===== config.mk =====
export PLATFORM = sky130hd
export DESIGN_NAME = mem_port_arbiter_flat
export DESIGN_NICKNAME = d
export VERILOG_FILES = /design/src/rtl/mem_port_arbiter_if.sv /design/src/rtl/mem_port_arbiter.sv /design/src/flat_wrapper.sv
export SDC_FILE = /design/constraint.sdc
export NUM_CORES = 1
export LEC_CHECK = 0
export ABC_CLOCK_PERIOD_IN_PS = 5000
export BUFFER_PORTS_ARGS = -buffer_cell sky130_fd_sc_hd__buf_2
export CAP_MARGIN = 20
export CORE_AREA = 2 2 206 208
export CTS_BUF_LIST = sky130_fd_sc_hd__clkbuf_4 sky130_fd_sc_hd__clkbuf_8 sky130_fd_sc_hd__clkbuf_16
export DETAILED_ROUTE_END_ITERATION = 6
export DIE_AREA = 0 0 208 210
export GPL_TIMING_DRIVEN = 0
export SLEW_MARGIN = 20
export SYNTH_ARGS = -nofsm -noshare
export SYNTH_HDL_FRONTEND = slang
export SYNTH_SLANG_ARGS = --single-unit

===== constraint.sdc =====
create_clock -name clk -period 5 [get_ports clk]
set_input_delay 0.5 -clock clk [delete_from_list [all_inputs] [get_ports clk]]
set_output_delay 0.5 -clock clk [all_outputs]
set_load 0.05 [all_outputs]

===== src/rtl/mem_port_arbiter_if.sv =====
// Handshake bundle for the shared memory port arbiter.
// slave = arbiter view, master = requester/memory environment view.
interface mem_port_arbiter_if;
  logic        if_req_valid;
  logic [63:0] if_req_addr;
  logic        if_req_ready;
  logic        if_rsp_valid;
  logic [63:0] if_rsp_data;
  logic        if_rsp_err;

  logic        ls_req_valid;
  logic        ls_req_wen;
  logic [63:0] ls_req_addr;
  logic [63:0] ls_req_wdata;
  logic [3:0]  ls_req_len;
  logic        ls_req_ready;
  logic        ls_rsp_valid;
  logic [63:0] ls_rsp_rdata;
  logic        ls_rsp_err;

  logic        mem_req_valid;
  logic        mem_req_wen;
  logic [63:0] mem_req_addr;
  logic [63:0] mem_req_wdata;
  logic [3:0]  mem_req_len;
  logic        mem_req_ready;
  logic        mem_rsp_valid;
  logic [63:0] mem_rsp_rdata;

  modport slave (
    input  if_req_valid, if_req_addr,
    output if_req_ready, if_rsp_valid,
    output if_rsp_data, if_rsp_err,
    input  ls_req_valid, ls_req_wen,
    input  ls_req_addr, ls_req_wdata,
    input  ls_req_len,
    output ls_req_ready, ls_rsp_valid,
    output ls_rsp_rdata, ls_rsp_err,
    output mem_req_valid, mem_req_wen,
    output mem_req_addr, mem_req_wdata,
    output mem_req_len,
    input  mem_req_ready, mem_rsp_valid,
    input  mem_rsp_rdata
  );

  modport master (
    output if_req_valid, if_req_addr,
    input  if_req_ready, if_rsp_valid,
    input  if_rsp_data, if_rsp_err,
    output ls_req_valid, ls_req_wen,
    output ls_req_addr, ls_req_wdata,
    output ls_req_len,
    input  ls_req_ready, ls_rsp_valid,
    input  ls_rsp_rdata, ls_rsp_err,
    input  mem_req_valid, mem_req_wen,
    input  mem_req_addr, mem_req_wdata,
    input  mem_req_len,
    output mem_req_ready, mem_rsp_valid,
    output mem_rsp_rdata
  );
endinterface


===== src/rtl/mem_port_arbiter.sv =====
// Shares one 64-bit memory port between fetch and load/store.
// Define MEM_ARB_RR_EN for round-robin ties instead of LS priority.
module mem_port_arbiter #(
  parameter int unsigned TIMEOUT_CYC = 255
) (
  input  logic              clk,
  input  logic              rst,
  mem_port_arbiter_if.slave bus
);

  localparam logic [7:0] TO_LIMIT = 8'(TIMEOUT_CYC);

  typedef enum logic [1:0] {
    S_IDLE  = 2'd0,
    S_ISSUE = 2'd1,
    S_WAIT  = 2'd2
  } state_t;

  state_t      state_q;
  state_t      state_d;

  logic        owner_ls_q;
  logic        wen_q;
  logic [63:0] addr_q;
  logic [63:0] wdata_q;
  logic [3:0]  len_q;
  logic [7:0]  cnt_q;

  logic        if_vld_q;
  logic [63:0] if_data_q;
  logic        if_err_q;
  logic        ls_vld_q;
  logic [63:0] ls_data_q;
  logic        ls_err_q;

  logic        prefer_ls;
  logic        len_ok;
  logic        ls_take;
  logic        if_take;
  logic        accept;
  logic        bad_take;
  logic        rsp_hit;
  logic        time_out;

`ifdef MEM_ARB_RR_EN
  logic        last_ls_q;

  // Remember who won last so a tie goes to the other side.
  always_ff @(posedge clk or negedge rst) begin
    if (!rst) begin
      last_ls_q <= 1'b0;
    end else if (accept) begin
      last_ls_q <= ls_take;
    end
  end

  assign prefer_ls = ~last_ls_q;
`else
  assign prefer_ls = 1'b1;
`endif

  // Grant decision and request classification, IDLE only.
  always_comb begin
    len_ok = 1'b0;
    unique case (bus.ls_req_len)
      4'd1, 4'd2, 4'd4, 4'd8: len_ok = 1'b1;
      default:                len_ok = 1'b0;
    endcase
    ls_take  = rst
             & (state_q == S_IDLE)
             & bus.ls_req_valid
             & (~bus.if_req_valid | prefer_ls);
    if_take  = rst
             & (state_q == S_IDLE)
             & bus.if_req_valid
             & ~ls_take;
    accept   = ls_take | if_take;
    bad_take = ls_take & ~len_ok;
    rsp_hit  = (state_q == S_WAIT)
             & bus.mem_rsp_valid;
    time_out = (state_q == S_WAIT)
             & ~bus.mem_rsp_valid
             & (cnt_q == TO_LIMIT);
  end

  // FSM state register.
  always_ff @(posedge clk or negedge rst) begin
    if (!rst) begin
      state_q <= S_IDLE;
    end else begin
      state_q <= state_d;
    end
  end

  // FSM next-state logic.
  always_comb begin
    state_d = state_q;
    unique case (state_q)
      S_IDLE: begin
        if (accept && !bad_take) begin
          state_d = S_ISSUE;
        end
      end
      S_ISSUE: begin
        if (bus.mem_req_ready) begin
          state_d = S_WAIT;
        end
      end
      S_WAIT: begin
        if (rsp_hit || time_out) begin
          state_d = S_IDLE;
        end
      end
      default: state_d = S_IDLE;
    endcase
  end

  // FSM outputs: readies, memory request, response registers.
  always_comb begin
    bus.if_req_ready  = if_take;
    bus.ls_req_ready  = ls_take;
    bus.mem_req_valid = 1'b0;
    bus.mem_req_wen   = 1'b0;
    bus.mem_req_addr  = '0;
    bus.mem_req_wdata = '0;
    bus.mem_req_len   = '0;
    if (state_q == S_ISSUE) begin
      bus.mem_req_valid = 1'b1;
      bus.mem_req_wen   = wen_q;
      bus.mem_req_addr  = addr_q;
      bus.mem_req_wdata = wdata_q;
      bus.mem_req_len   = len_q;
    end
    bus.if_rsp_valid  = if_vld_q;
    bus.if_rsp_data   = if_data_q;
    bus.if_rsp_err    = if_err_q;
    bus.ls_rsp_valid  = ls_vld_q;
    bus.ls_rsp_rdata  = ls_data_q;
    bus.ls_rsp_err    = ls_err_q;
  end

  // Latch the granted request; fetch is always a 4-byte read.
  always_ff @(posedge clk or negedge rst) begin
    if (!rst) begin
      owner_ls_q <= 1'b0;
      wen_q      <= 1'b0;
      addr_q     <= '0;
      wdata_q    <= '0;
      len_q      <= '0;
    end else if (accept && !bad_take) begin
      owner_ls_q <= ls_take;
      wen_q      <= ls_take & bus.ls_req_wen;
      addr_q     <= ls_take ? bus.ls_req_addr
                            : bus.if_req_addr;
      wdata_q    <= ls_take ? bus.ls_req_wdata
                            : '0;
      len_q      <= ls_take ? bus.ls_req_len
                            : 4'd4;
    end
  end

  // Response watchdog: counts WAIT cycles from issue.
  always_ff @(posedge clk or negedge rst) begin
    if (!rst) begin
      cnt_q <= '0;
    end else if (state_q == S_ISSUE) begin
      if (bus.mem_req_ready) begin
        cnt_q <= '0;
      end
    end else if (state_q == S_WAIT) begin
      if (!rsp_hit && !time_out) begin
        cnt_q <= cnt_q + 8'd1;
      end
    end
  end

  // One-cycle response pulses; data/err hold between pulses.
  always_ff @(posedge clk or negedge rst) begin
    if (!rst) begin
      if_vld_q  <= 1'b0;
      if_data_q <= '0;
      if_err_q  <= 1'b0;
      ls_vld_q  <= 1'b0;
      ls_data_q <= '0;
      ls_err_q  <= 1'b0;
    end else begin
      if_vld_q <= 1'b0;
      ls_vld_q <= 1'b0;
      unique case (1'b1)
        bad_take: begin
          ls_vld_q  <= 1'b1;
          ls_data_q <= '0;
          ls_err_q  <= 1'b1;
        end
        rsp_hit: begin
          if (owner_ls_q) begin
            ls_vld_q  <= 1'b1;
            ls_data_q <= wen_q ? '0
                               : bus.mem_rsp_rdata;
            ls_err_q  <= 1'b0;
          end else begin
            if_vld_q  <= 1'b1;
            if_data_q <= {32'd0,
                          bus.mem_rsp_rdata[31:0]};
            if_err_q  <= 1'b0;
          end
        end
        time_out: begin
          if (owner_ls_q) begin
            ls_vld_q  <= 1'b1;
            ls_data_q <= '0;
            ls_err_q  <= 1'b1;
          end else begin
            if_vld_q  <= 1'b1;
            if_data_q <= '0;
            if_err_q  <= 1'b1;
          end
        end
        default: ;
      endcase
    end
  end

endmodule

===== src/flat_wrapper.sv =====
// flat-port wrapper written by rule: the top's interface ports become plain ports
module mem_port_arbiter_flat 
#(
  parameter int unsigned TIMEOUT_CYC = 255
)
  (clk, rst, bus_if_req_valid, bus_if_req_addr, bus_if_req_ready, bus_if_rsp_valid, bus_if_rsp_data, bus_if_rsp_err, bus_ls_req_valid, bus_ls_req_wen, bus_ls_req_addr, bus_ls_req_wdata, bus_ls_req_len, bus_ls_req_ready, bus_ls_rsp_valid, bus_ls_rsp_rdata, bus_ls_rsp_err, bus_mem_req_valid, bus_mem_req_wen, bus_mem_req_addr, bus_mem_req_wdata, bus_mem_req_len, bus_mem_req_ready, bus_mem_rsp_valid, bus_mem_rsp_rdata);
  mem_port_arbiter_if bus_i ();
  input  logic clk;
  input  logic rst;
  input wire logic [$bits(bus_i.if_req_valid)-1:0] bus_if_req_valid;
  input wire logic [$bits(bus_i.if_req_addr)-1:0] bus_if_req_addr;
  output wire logic [$bits(bus_i.if_req_ready)-1:0] bus_if_req_ready;
  output wire logic [$bits(bus_i.if_rsp_valid)-1:0] bus_if_rsp_valid;
  output wire logic [$bits(bus_i.if_rsp_data)-1:0] bus_if_rsp_data;
  output wire logic [$bits(bus_i.if_rsp_err)-1:0] bus_if_rsp_err;
  input wire logic [$bits(bus_i.ls_req_valid)-1:0] bus_ls_req_valid;
  input wire logic [$bits(bus_i.ls_req_wen)-1:0] bus_ls_req_wen;
  input wire logic [$bits(bus_i.ls_req_addr)-1:0] bus_ls_req_addr;
  input wire logic [$bits(bus_i.ls_req_wdata)-1:0] bus_ls_req_wdata;
  input wire logic [$bits(bus_i.ls_req_len)-1:0] bus_ls_req_len;
  output wire logic [$bits(bus_i.ls_req_ready)-1:0] bus_ls_req_ready;
  output wire logic [$bits(bus_i.ls_rsp_valid)-1:0] bus_ls_rsp_valid;
  output wire logic [$bits(bus_i.ls_rsp_rdata)-1:0] bus_ls_rsp_rdata;
  output wire logic [$bits(bus_i.ls_rsp_err)-1:0] bus_ls_rsp_err;
  output wire logic [$bits(bus_i.mem_req_valid)-1:0] bus_mem_req_valid;
  output wire logic [$bits(bus_i.mem_req_wen)-1:0] bus_mem_req_wen;
  output wire logic [$bits(bus_i.mem_req_addr)-1:0] bus_mem_req_addr;
  output wire logic [$bits(bus_i.mem_req_wdata)-1:0] bus_mem_req_wdata;
  output wire logic [$bits(bus_i.mem_req_len)-1:0] bus_mem_req_len;
  input wire logic [$bits(bus_i.mem_req_ready)-1:0] bus_mem_req_ready;
  input wire logic [$bits(bus_i.mem_rsp_valid)-1:0] bus_mem_rsp_valid;
  input wire logic [$bits(bus_i.mem_rsp_rdata)-1:0] bus_mem_rsp_rdata;
  assign bus_i.if_req_valid = bus_if_req_valid;
  assign bus_i.if_req_addr = bus_if_req_addr;
  assign bus_if_req_ready = bus_i.if_req_ready;
  assign bus_if_rsp_valid = bus_i.if_rsp_valid;
  assign bus_if_rsp_data = bus_i.if_rsp_data;
  assign bus_if_rsp_err = bus_i.if_rsp_err;
  assign bus_i.ls_req_valid = bus_ls_req_valid;
  assign bus_i.ls_req_wen = bus_ls_req_wen;
  assign bus_i.ls_req_addr = bus_ls_req_addr;
  assign bus_i.ls_req_wdata = bus_ls_req_wdata;
  assign bus_i.ls_req_len = bus_ls_req_len;
  assign bus_ls_req_ready = bus_i.ls_req_ready;
  assign bus_ls_rsp_valid = bus_i.ls_rsp_valid;
  assign bus_ls_rsp_rdata = bus_i.ls_rsp_rdata;
  assign bus_ls_rsp_err = bus_i.ls_rsp_err;
  assign bus_mem_req_valid = bus_i.mem_req_valid;
  assign bus_mem_req_wen = bus_i.mem_req_wen;
  assign bus_mem_req_addr = bus_i.mem_req_addr;
  assign bus_mem_req_wdata = bus_i.mem_req_wdata;
  assign bus_mem_req_len = bus_i.mem_req_len;
  assign bus_i.mem_req_ready = bus_mem_req_ready;
  assign bus_i.mem_rsp_valid = bus_mem_rsp_valid;
  assign bus_i.mem_rsp_rdata = bus_mem_rsp_rdata;
  mem_port_arbiter #(.TIMEOUT_CYC(TIMEOUT_CYC)) u_core (.clk(clk), .rst(rst), .bus(bus_i));
endmodule

==> flow_summary.json <==
{
  "reg2reg_from": "u_core.state_q[0]$_DFFE_PN0P_",
  "skew_ns": 0.01592,
  "worst_path_most_repeated_cell": "clkbuf_1",
  "firstDrtPassIters": 5,
  "power_density_nw_per_um2": 653.3,
  "gp_congestion": 0.8757,
  "die_h_um": 210,
  "whs_ns": 0.1759,
  "yosysSeqAreaShare": 0.5658,
  "maxSlewHeadroom": 0.3590,
  "p_leak_nw": 8.627,
  "r2r_end": "u_core.wdata_q[63]$_DFFE_PN0P_",
  "use_met1": 0.2022,
  "drc": 0,
  "fin_crit_sh": 0.7399,
  "insertion_delay_ns": 0.54,
  "synth-edff-count": 0,
  "hp-class": "in2reg",
  "grt_max_degree": 95,
  "met3_usage": 0.03665,
  "max_stage_delay_ns": 0.75,
  "crit_path_cell_trace": "inv_1 > ha_1 > clkbuf_1 > clkbuf_1 > and2_1 > buf_2",
  "top_usage_layer": "met2",
  "dieArea_um2": 43680,
  "synth_compound_area_frac": 0.1658,
  "crit_required_ns": 4.50,
  "postRouteAntennaNets": 0,
  "n_fill_cell": 4224,
  "critPathKind": "reg2out",
  "avgSynthCellArea_um2": 10.85,
  "worst_slew_pin_slew_ns": 0.9614,
  "grt_pass1_wl_um": 55970,
  "fin_setup_tns_ns": 0,
  "synth-main-ff-cell": "dfrtp_1",
  "wire_per_inst_um": 17.37,
  "track_usage": 0.1618,
  "drt-initial-drc-count": 590,
  "drt-vias-per-instance": 4.517,
  "rows": 75,
  "io_buffers": 502,
  "period_needed_ns": 3.700,
  "rsz0062_at_grt": "false",
  "fmax_mhz": 270.3,
  "ys_ff_latch": 244,
  "antenna_found_initial": 1,
  "yosysWarnings": 0,
  "cts_max_path_buffers": 3,
  "yosys.area_share.adder": 0.006957,
  "hold_viol_final": 0,
  "finalSetupViolCount": 0,
  "synth_area_leaders": "dfrtp_1 57%, a22o_1 10%, and2_1 7.7%",
  "synth.distinct_cells": 43,
  "core_um2": 41480,
  "crit_cells": 6,
  "critical_path_arrival_ns": 3.20,
  "clk_pin_slew_ns": 0.06,
  "grt_pass1_vias": 9812,
  "drt_wl_total_um": 36800,
  "critPathLaunch": "u_core.state_q[1]$_DFFE_PN0P_",
  "synthMostInstantiatedCell": "dfrtp_1",
  "reg2reg_slack_ns": 1.88,
  "cts_buffers": 28,
  "ir_drop_uv": 263.1,
  "synth_top_family_by_area": "compound AO/OA/AOI/OAI gates",
  "cts_root_buf": "clkbuf_16",
  "die_w_um": 208,
  "synthCells": 995,
  "drive_gt1_frac": 0.3824,
  "synthSimpleGateAreaFrac": 0.1440,
  "async_reset_ff_frac": 1.000,
  "crit_buf_inv": 4,
  "dp.cells": 2070,
  "utilization": 0.3640,
  "worstSetupEndpointType": "output pin",
  "syn2layout_area_growth_pct": 39.92,
  "vias": 9567,
  "cp_max_fo": 10,
  "dp_hpwl_um": 28240,
  "r2r_cells": 9,
  "cts_tree": "built",
  "status": "completed",
  "synth.top_cells.by_count": "244 x dfrtp_1, 146 x nand2_1, 133 x and2_1",
  "synth_top_area_share": 0.5658,
  "cts.sinks": 244,
  "final_cells": 2118,
  "h-tree-depth": 1,
  "synth_top_area_cell": "dfrtp_1",
  "fin_nets": 1835,
  "use_met2": 0.2772,
  "max-cap-violations": 0,
  "drv_slew": 0,
  "synthXorXnorAreaFrac": 0.001623,
  "total_power_w": 0.009864,
  "muxShareOfSynthArea": 0.06145,
  "endpoint": "bus_mem_req_addr[53]",
  "grt.overflow.total": 0,
  "synthesis.area_um2": 10790,
  "crit_family": "buffers and inverters",
  "start_util": 0.2602,
  "slowest_stage": "clkbuf_1",
  "cp-start-kind": "register",
  "ioPinCount": 535
}
==> routing by layer <==
metal / routed length [um] / vias up
met2: 17740 / 396
met5: 0 / -
met3: 2647 / 63
li1: - / 4508
met4: 1061 / 0
met1: 15340 / 4600
==> through the flow <==
step	worst slack [ns]	cell area, um^2
after detailed placement	1.263	14180
after floorplan	2.522	10910
after global routing	1.070	15090
after CTS	1.146	15090
final	1.300	15100
after global placement	-2.903	14090
==> timing repair <==
item	CTS	global route
buffers inserted	0	0
hold buffers	1	0
hold endpoints to repair	58	0
resized for setup	0	0
==> area by class of cell <==
class	instances	area (um^2)	share of cell area
diodes	2	5.005	0.0003315
plain buffers	107	545.5	0.03613
clock buffers	38	843.3	0.05585
clock inverters	7	65.06	0.004309
inverters	10	37.54	0.002486
multi-input cells	665	4224	0.2797
flip-flops and latches	244	6106	0.4044
well taps	539	674.4	0.04466
repair buffers	506	2599	0.1721
==> cell usage in the layout, fill, tap and decap left out, types with 3 or more instances in the layout <==
master and instances:
a22o_1 129, and2_1 133, buf_1 3, buf_2 514, buf_4 32, clkbuf_1 58, clkbuf_16 29, clkbuf_8 8
clkinv_2 4, conb_1 32, dfrtp_1 244, ha_1 6, inv_1 10, mux2i_1 64, nand2_1 146, nand3_1 4
nor2_1 6, o21ai_0 110
==> worst min-delay path by stage <==
stage / startpoint / endpoint / cells after the start
after floorplan: rst / u_core.addr_q[0]$_DFFE_PN0P_ / 0
after global routing: bus_ls_req_wdata[44] / u_core.wdata_q[44]$_DFFE_PN0P_ / 2
final: bus_ls_req_wdata[1] / u_core.wdata_q[1]$_DFFE_PN0P_ / 2
after global placement: u_core.addr_q[61]$_DFFE_PN0P_ / u_core.addr_q[61]$_DFFE_PN0P_ / 2
after detailed placement: u_core.addr_q[23]$_DFFE_PN0P_ / u_core.addr_q[23]$_DFFE_PN0P_ / 2
after CTS: bus_ls_req_wdata[54] / u_core.wdata_q[54]$_DFFE_PN0P_ / 2
==> kinds of logic (layout without fill, tap and decap cells) <==
family                   Yosys count  after routing
AND/OR/NAND/NOR                  307            307
AO/OA/AOI/OAI                    252            252
flip-flops                       244            244
buffers and inverters            117            668
multiplexers                      66             66
adder cells (fa/ha/maj)            6              6
XOR/XNOR                           2              2
other                              1             34
==> flip-flops by register name, indices dropped and copies added, names as in the netlist <==
name and count:
u_core.bus.if_rsp_valid 1, u_core.bus.ls_rsp_err 1, u_core.addr_q 64, u_core.wdata_q 64, u_core.bus.if_rsp_err 1, u_core.bus.ls_rsp_rdata 64, u_core.bus.if_rsp_data 32, u_core.wen_q 1
u_core.cnt_q 8, u_core.owner_ls_q 1, u_core.bus.ls_rsp_valid 1, u_core.len_q 4, u_core.state_q 2
==> report_power, final <==
| group | leakage (nW) | internal (W) | switching, W |
|---|---|---|---|
| Combinational | 4.99 | 0.00124 | 0.00339 |
| Clock | 0.450 | 0.00121 | 0.000819 |
| Sequential | 3.19 | 0.00278 | 0.000426 |
No activity file was read; power rests on OpenSTA's default activity.
